===== config.mk =====
export PLATFORM = sky130hd
export DESIGN_NAME = mac_ctrl_arb
export DESIGN_NICKNAME = d
export VERILOG_FILES = /design/src/rtl/mac_ctrl_pkg.sv /design/src/rtl/rr_pick.sv /design/src/rtl/mac_ctrl_arb.sv
export SDC_FILE = /design/constraint.sdc
export NUM_CORES = 1
export LEC_CHECK = 0
export BUFFER_PORTS_ARGS = -buffer_cell sky130_fd_sc_hd__buf_2
export CELL_PAD_IN_SITES_DETAIL_PLACEMENT = 0
export CELL_PAD_IN_SITES_GLOBAL_PLACEMENT = 1
export CORE_UTILIZATION = 21
export CTS_BUF_LIST = sky130_fd_sc_hd__clkbuf_4
export CTS_CLUSTER_DIAMETER = 80
export DETAILED_ROUTE_END_ITERATION = 12
export PLACE_DENSITY_LB_ADDON = 0.1
export SETUP_SLACK_MARGIN = 0.1
export SLEW_MARGIN = 0
export SYNTH_ARGS = -nofsm -noshare
export SYNTH_HDL_FRONTEND = slang
export SYNTH_SLANG_ARGS = --single-unit

===== constraint.sdc =====
create_clock -name clk -period 2.2 [get_ports clk]
set_input_delay 0.22 -clock clk [delete_from_list [all_inputs] [get_ports clk]]
set_output_delay 0.22 -clock clk [all_outputs]
set_load 0.02 [all_outputs]

===== src/rtl/mac_ctrl_pkg.sv =====
// Shared types and constants for the MAC control-register arbiter.
// Imported by mac_ctrl_arb.
package mac_ctrl_pkg;

    typedef enum logic {
        ST_IDLE,
        ST_ISSUE
    } state_e;

    localparam int MAC_ADDR_W = 8;
    localparam int MAC_DATA_W = 32;

    localparam logic [MAC_DATA_W-1:0] ERR_DATA_DEF = 32'hFFFF_FFFF;

endpackage


===== src/rtl/rr_pick.sv =====
// Combinational round-robin picker: first pending index after i_last, with wrap.
// Shared by arbiters that keep their own last-grant register.
module rr_pick #(
    parameter int N     = 2,
    parameter int IDX_W = (N > 1) ? $clog2(N) : 1
) (
    input  logic [N-1:0]     i_pending,
    input  logic [IDX_W-1:0] i_last,
    output logic [IDX_W-1:0] o_idx,
    output logic             o_valid
);

    int j;

    always_comb begin
        o_idx   = '0;
        o_valid = 1'b0;
        j       = 0;
        for (int i = 1; i <= N; i++) begin
            j = int'(i_last) + i;
            if (j >= N) j = j - N;
            if (!o_valid && i_pending[IDX_W'(j)]) begin
                o_valid = 1'b1;
                o_idx   = IDX_W'(j);
            end
        end
    end

endmodule


===== src/rtl/mac_ctrl_arb.sv =====
// Round-robin arbiter sharing the MAC control/status register port
// between register masters, with a waitrequest timeout abort.
module mac_ctrl_arb
    import mac_ctrl_pkg::*;
#(
    parameter int                N_REQ    = 2,
    parameter int                ADDR_W   = MAC_ADDR_W,
    parameter int                DATA_W   = MAC_DATA_W,
    parameter int                TIMEOUT  = 1023,
    parameter logic [DATA_W-1:0] ERR_DATA = ERR_DATA_DEF
) (
    input  logic                    clk,
    input  logic                    rst_n,
    input  logic [N_REQ*ADDR_W-1:0] i_req_addr,
    input  logic [N_REQ*DATA_W-1:0] i_req_wr_data,
    input  logic [N_REQ-1:0]        i_req_wr,
    input  logic [N_REQ-1:0]        i_req_rd,
    output logic [DATA_W-1:0]       o_req_rd_data,
    output logic [N_REQ-1:0]        o_req_waitrequest,
    output logic [ADDR_W-1:0]       o_mac_addr,
    output logic [DATA_W-1:0]       o_mac_wr_data,
    output logic                    o_mac_wr,
    output logic                    o_mac_rd,
    input  logic [DATA_W-1:0]       i_mac_rd_data,
    input  logic                    i_mac_waitrequest,
    output logic                    o_busy,
    output logic                    o_timeout
);

    localparam int IDX_W = (N_REQ > 1) ? $clog2(N_REQ) : 1;
    localparam int CNT_W = $clog2(TIMEOUT + 1);
    localparam logic [CNT_W-1:0] TO_LIM = CNT_W'(TIMEOUT);
    localparam logic [IDX_W-1:0] LAST_RST = IDX_W'(N_REQ - 1);

    state_e           state_q, state_d;
    logic [IDX_W-1:0] grant_q, grant_d;
    logic [IDX_W-1:0] last_q, last_d;
    logic [CNT_W-1:0] cnt_q, cnt_d;

    logic [N_REQ-1:0] pend;
    logic [IDX_W-1:0] pick_idx;
    logic             pick_vld;
    logic             g_wr;
    logic             g_rd;

    assign pend = i_req_rd | i_req_wr;
    assign g_wr = i_req_wr[grant_q];
    assign g_rd = i_req_rd[grant_q];

    rr_pick #(
        .N     (N_REQ),
        .IDX_W (IDX_W)
    ) u_pick (
        .i_pending (pend),
        .i_last    (last_q),
        .o_idx     (pick_idx),
        .o_valid   (pick_vld)
    );

    always_comb begin
        state_d           = state_q;
        grant_d           = grant_q;
        last_d            = last_q;
        cnt_d             = cnt_q;
        o_req_waitrequest = '1;
        o_req_rd_data     = '0;
        o_mac_addr        = '0;
        o_mac_wr_data     = '0;
        o_mac_wr          = 1'b0;
        o_mac_rd          = 1'b0;
        o_timeout         = 1'b0;
        unique case (state_q)
            ST_IDLE: begin
                if (pick_vld) begin
                    grant_d = pick_idx;
                    cnt_d   = '0;
                    state_d = ST_ISSUE;
                end
            end
            ST_ISSUE: begin
                o_mac_addr    = i_req_addr[int'(grant_q)*ADDR_W +: ADDR_W];
                o_mac_wr_data = i_req_wr_data[int'(grant_q)*DATA_W +: DATA_W];
                o_mac_wr      = g_wr;
                o_mac_rd      = g_rd & ~g_wr;
                // Completion beats a same-cycle withdrawal.
                if (!i_mac_waitrequest) begin
                    o_req_waitrequest[grant_q] = 1'b0;
                    o_req_rd_data = i_mac_rd_data;
                    last_d        = grant_q;
                    state_d       = ST_IDLE;
                end else if (cnt_q == TO_LIM) begin
                    o_mac_wr      = 1'b0;
                    o_mac_rd      = 1'b0;
                    o_req_waitrequest[grant_q] = 1'b0;
                    o_req_rd_data = ERR_DATA;
                    o_timeout     = 1'b1;
                    last_d        = grant_q;
                    state_d       = ST_IDLE;
                end else if (!(g_rd | g_wr)) begin
                    state_d = ST_IDLE;
                end else begin
                    cnt_d = cnt_q + CNT_W'(1);
                end
            end
            default: state_d = ST_IDLE;
        endcase
    end

    assign o_busy = (state_q == ST_ISSUE);

    always_ff @(posedge clk or negedge rst_n) begin
        if (!rst_n) begin
            state_q <= ST_IDLE;
            grant_q <= '0;
            last_q  <= LAST_RST;
            cnt_q   <= '0;
        end else begin
            state_q <= state_d;
            grant_q <= grant_d;
            last_q  <= last_d;
            cnt_q   <= cnt_d;
        end
    end

endmodule


==> results of run 1 <==
cell type report:
| class | count | area share (%) |
|---|---|---|
| inverter | 3 | 0.385 |
| sequential | 13 | 11.2 |
| timing repair buffer | 212 | 39.3 |
| multi-input combinational | 222 | 43.7 |
| clock buffer | 4 | 1.03 |
| tap | 102 | 4.37 |
worst max path at each step:
stage                             end     start  cells after the start  slack, ps
floorplan           o_req_rd_data[10]  cnt_q[0]                      7        160
global placement     o_req_rd_data[9]  cnt_q[0]                      7        250
detailed placement   o_req_rd_data[7]  cnt_q[0]                      7        250
CTS                  o_req_rd_data[7]  cnt_q[0]                      7        100
global route         o_req_rd_data[9]  cnt_q[0]                      7        -50
finish               o_req_rd_data[9]  cnt_q[0]                      7        110
power groups by stage:
stage / clock (mW) / sequential (mW) / combinational (mW)
after floorplan: 0 / 0.329 / 1.28
after global placement: 0 / 0.329 / 1.91
after detailed placement: 0 / 0.331 / 1.90
after CTS: 0.167 / 0.320 / 1.94
after global routing: 0.181 / 0.325 / 2.12
final: 0.161 / 0.320 / 1.95
per-stage QoR:
step / setup WS (ps) / util [%] / hold slack, ps / total power [mW]
after floorplan: 160 / - / -75.6 / 1.61
after global placement: 248 / 36.0 / 138 / 2.24
after detailed placement: 248 / 36.0 / 135 / 2.23
after CTS: 103 / 36.9 / 357 / 2.43
after global routing: -50.3 / 37.6 / 359 / 2.63
final: 107 / 37.6 / 360 / 2.43
metal layers:
metal / wire [um] / share of wire, % / vias up
met5: 0 / 0 / -
met3: 535 / 7.7 / 6
met2: 3670 / 53 / 123
met4: 80 / 1.1 / 0
met1: 2680 / 38 / 1089
li1: - / - / 1274
layout by cell type, fill, tap and decap left out, drive strengths merged, types with 3 or more instances in the layout:
master and instances:
dfrtp 12, nand4 4, nand2 19, nor2 110
inv 3, o311ai 8, nand3 5, o21ai 6
clkbuf 4, nand2b 3, mux2i 42, buf 211
or3 3
state kept, by name, indices dropped and copies added (netlist names):
signal and cells:
last_q 1, o_busy 1, cnt_q 10, grant_q 1
timing repair:
item / CTS / global route
gates resized for setup: 4 / 16
setup endpoints to repair: 34 / 34
gates cloned: 0 / 0
pin swaps: 2 / 0
hold buffers: 1 / 0
buffers inserted: 2 / 2
endpoints found under the hold margin: 12 / 0
kinds of logic after synthesis:
family | synth area share, %
AND/OR/NAND/NOR | 37.7
multiplexers | 24.9
AO/OA/AOI/OAI | 11.5
buffers and inverters | 5.92
flip-flops | 19.3
adder cells (fa/ha/maj) | 0.740
==> metrics.yaml, run 1 <==
synth_cells: 259
worst-path-buf-inv: 2
grt_start_max_net_pins: 34
proportion_of_synthesized_chip_area_in_sequential_cells_pct: 19.3
dpl.hpwl_um: 5660
critical_path.max_stage_delay_ps: 370
rr_startpoint: "cnt_q[0]"
first_global_vias: 2196
internal_power_mw: 1.14
synth_flop_cell: "dfrtp_1"
floorplan.initialDensity_pct: 21.8
routabilityCongestion: 0.754
placedCellCount: 547
power_per_cell_area_nw_per_um2: 832
place.port_buffers: 196
synthMostInstantiatedCell: "nor2_1"
routed_via_density: 4.48
final_cells: 556
cp_top_family: "simple AND/OR/NAND/NOR gates"
postSynthRegisterBits: 13
cts_tree: "done"
critPathSlowestCell: "dfrtp_1"
worst-slew-pin-transition_ps: 542
worst_slew_margin_rel_pct: 63.5
design.portCount: 197
clkTransAtPathRegs_ps: 80
num-fill-cells: 872
busiest_layer: "met2"
antenna-diode-count: 0
cp_max_fo: 32
setup-tns-final_ps: 0
ys_types: 30
grt_remaining_overflow: 0
worst_clock_skew_ps: 7.21
fin_area_um2: 2920
synthesis.nets: 379
worst_setup_path_start_kind: "flop"
setup_viol: 0
post_synth_instance_area_um2: 1690
globalRouteTotalUtil_pct: 15.5
critical_path.endpoint_type: "output port"
hold_path_class: "in -> async"
floorplan.die_area_um2: 8410
die_height_um: 91.7
r2r.worst_path.cells: 7
seq_power_share_pct: 13.2
grt_use_met1_pct: 16.3
layout.area.seq_um2: 328
synthToLayoutAreaGrowth_pct: 72.9
worst-endpoint-arrival_ps: 1870
fmax_mhz: 478
h-tree-depth: 1
rr_endpoint: "cnt_q[7]"
synth_largest_type_area_fraction_pct: 24.9
synth-edff-count: 0
drt-total-wl_um: 6970
placement_rows: 32
final_period_demand_of_the_worst_path_ps: 2090
power.combinational.fraction_pct: 80.2
multiInputGateArea_um2: 1280
share_of_post_route_cells_with_drive_strength_above_1_pct: 48.5
gr-usage-met3_pct: 2.74
drtAntennaViolNets: 0
critPathRequiredTime_ps: 1980
pre_antenna_drt_iters: 4
cts_num_sinks: 13
ys_async_sr_fraction_pct: 100
post_dp_cell_area_um2: 2790
detail_route.wl_per_cell_um: 12.5
grt_first_pass_wirelength_um: 10500
synthTopCellsByArea: "mux2i_1, nor2_1, dfrtp_1"
status: "completed"
reg2reg_slack_ps: 240
critPathKind: "reg -> out"
net_sw_share_pct: 53.1
number_of_max_cap_violations: 0
detail_route.iter0.violations: 50
remaining_drc_errors: 0
cts-root-buf: "clkbuf_4"
drv_slew: 0
clk_path_buf_depth: 2
power.ir.vdd_worst_uv: 352
worstPathCellList: "ha_2 -> nand4_1 -> o31ai_2 -> nand2_1 -> buf_6 -> nor2_1 -> buf_4"
hold_viol: 0
netlist.top_cell.by_area: "mux2i_1"
vias: 2492
cts_inserted_buffers: 3
nets: 575
p_switching_mw: 1.29
unrepaired_setup_endpoints_after_global_routing: "yes"
synth.yosys.warnings: 0
core_region_area_um2: 7770
clock_power_share_pct: 6.6
clock_latency_of_the_later_clocked_register_in_the_worst_skew_pair_ps: 280
leakage_nw: 1.68
grt_antenna_before_repair: 0
layout_worst_path_cycle_share_pct: 95.1
die_x_um: 91.7
met2_usage_pct: 31.1
avgSynthCellArea_um2: 6.53
post_synth_top_cells: "nor2_1, mux2i_1, nand2_1"
Note: power is estimated with default switching activity, not from simulation.
==> run 2, diff against run 1 <==
==> constraint.sdc (replaced) <==
create_clock -name clk -period 2.2 [get_ports clk]
set_input_delay 0.22 -clock clk [delete_from_list [all_inputs] [get_ports clk]]
set_output_delay 0.22 -clock clk [all_outputs]
set_load 0.01 [all_outputs]
==> metrics.yaml, run 2 (synthesis gave the netlist of run 1 again) <==
status: "completed"
r2r.worst_path.cells: 9  # +2
power.ir.vdd_worst_uv: 301  # -14%
worst_clock_skew_ps: 3.72  # -3.49 ps
final_period_demand_of_the_worst_path_ps: 2130  # +36.0 ps
critPathSlowestCell: "dfrtp_1"
grt_start_max_net_pins: 34  # unchanged
drtAntennaViolNets: 0  # unchanged
antenna-diode-count: 0  # unchanged
dpl.hpwl_um: 5680  # +0.36%
worst_slew_margin_rel_pct: 64.6  # +1.2 points
regMostFlops: "cnt_q"
num-fill-cells: 851  # -2.4%
cts-root-buf: "clkbuf_4"
critical_path.endpoint_type: "output port"
nets: 583  # +1.4%
largest_register_ff_count: 10  # unchanged
unrepaired_setup_endpoints_after_global_routing: "yes"
share_of_post_route_cells_with_drive_strength_above_1_pct: 51.9  # +3.5 points
clock_latency_of_the_later_clocked_register_in_the_worst_skew_pair_ps: 280  # about the same
floorplan.die_area_um2: 8410  # unchanged
place.port_buffers: 196  # unchanged
drt-total-wl_um: 7350  # +5.4%
number_of_max_cap_violations: 0  # unchanged
final_common_cell: "buf_2"
worst_setup_path_start_kind: "flop"
leakage_nw: 1.73  # +3.4%
critPathKind: "reg -> out"
pre_antenna_drt_iters: 4  # unchanged
h-tree-depth: 1  # unchanged
rr_endpoint: "cnt_q[2]"
vias: 2523  # +1.2%
cp_max_fo: 4  # -88%
first_global_vias: 2218  # +1.0%
grt_antenna_before_repair: 0  # unchanged
reg2reg_slack_ps: 260  # +20 ps
layout_worst_path_cycle_share_pct: 96.8  # +1.6 points
detail_route.iter0.violations: 55  # +10%
fmax_mhz: 470  # -1.7%
design.portCount: 197  # unchanged
worst-endpoint-arrival_ps: 1910  # +40 ps
cts_inserted_buffers: 3  # unchanged
cts_num_sinks: 13  # unchanged
core_region_area_um2: 7770  # unchanged
grt_first_pass_wirelength_um: 10600  # +0.79%
die_x_um: 91.7  # unchanged
hold_path_class: "in -> async"
cts_tree: "done"
floorplan.initialDensity_pct: 21.8  # unchanged
critPathRequiredTime_ps: 1980  # about the same
remaining_drc_errors: 0  # unchanged
routabilityCongestion: 0.743  # -1.4%
synthToLayoutAreaGrowth_pct: 80.2
die_height_um: 91.7  # unchanged
post-route-util_pct: 39.2  # +1.6 points
worstPathCellList: "ha_2 -> nand4_1 -> buf_4 -> o31a_1 -> or3_1 -> buf_2"
placement_rows: 32  # unchanged
drv_slew: 0  # unchanged
post_dp_cell_area_um2: 2790  # unchanged
grt_remaining_overflow: 0  # unchanged
clk_path_buf_depth: 2  # unchanged
fin_area_um2: 3050  # +4.2%
setup_viol: 0  # unchanged
clkTransAtPathRegs_ps: 80  # about the same
worst-slew-pin-transition_ps: 525  # -17.4 ps
routed_via_density: 4.47  # -0.19%
critical_path.max_stage_delay_ps: 370  # about the same
rr_startpoint: "cnt_q[0]"
hold_viol: 0  # unchanged
layout_common_cells: "buf_2, nor2_1, mux2i_1"
globalRouteTotalUtil_pct: 15.7  # +0.16 points
detail_route.wl_per_cell_um: 13.0  # +3.9%
power_per_cell_area_nw_per_um2: 735  # -12%
## run 2: cell types whose count changed in the layout (fill, tap and decap cells not counted), moves of 2 or more
cell and delta:
nor2_4 +2, buf_2 +11, nor2_2 +8, clkbuf_16 +2, buf_4 -7, nor2_1 -10
## run 2: metrics by stage
step           TNS, ps  setup WS, ps  power (mW)  instances  hold WS, ps
2_1_floorplan        0           290        1.34        259        -75.6
3_3_place_gp         0           271        1.97        547          136
3_5_place_dp         0           227        1.96        547          131
4_1_cts              0          97.7        2.16        554          354
5_1_grt          -1220         -74.8        2.44        564          387
6_report             0          71.0        2.24        564          351
## run 2: layout make-up
| cell class | count | area, um^2 | area share, % |
|---|---|---|---|
| clock buffer | 4 | 30.0 | 0.986 |
| inverter | 3 | 11.3 | 0.370 |
| multi-input combinational | 222 | 1310 | 43.1 |
| sequential | 13 | 329 | 10.8 |
| tap | 102 | 128 | 4.19 |
| timing repair buffer | 220 | 1230 | 40.5 |
## run 2: metal layers
layer | part of all wire [%] | GRT usage [%]
met3 | 6.7 | 2.65
met2 | 53 | 31.1
met5 | 0 | 0
met1 | 39 | 16.8
met4 | 1.4 | 4.43
## run 2: report_power, final
| part | switching [mW] | internal, mW |
|---|---|---|
| Sequential | 0.0328 | 0.288 |
| Combinational | 0.949 | 0.807 |
| Clock | 0.0789 | 0.0827 |
## run 2: critical path: cells and delay by family (launching register included)
kind	cells	cell delay (ps)
and+or+nand+nor	2	450
DFF	1	370
buffers and inverters	2	330
AOI/OAI and AO/OA	1	280
adders and majority gates	1	200
## run 2: repair_timing
item / 4_1_cts / 5_1_grt
gates resized for setup: 2 / 23
gates cloned: 0 / 2
hold buffers: 1 / 0
pin swaps: 1 / 3
setup buffers: 2 / 8
endpoints found under the setup margin: 34 / 34
endpoints found under the hold margin: 12 / 0
## run 2: worst max-delay path by stage
stage / start / end / slack (ps) / depth (start not counted)
after floorplan: cnt_q[0] / o_req_rd_data[10] / 290 / 7
after global placement: cnt_q[0] / o_req_rd_data[7] / 270 / 7
after detailed placement: cnt_q[0] / o_req_rd_data[7] / 230 / 7
after CTS: cnt_q[0] / o_req_rd_data[7] / 100 / 7
after global routing: cnt_q[0] / o_req_rd_data[0] / -70 / 7
final: cnt_q[0] / o_req_waitrequest[0] / 70 / 6
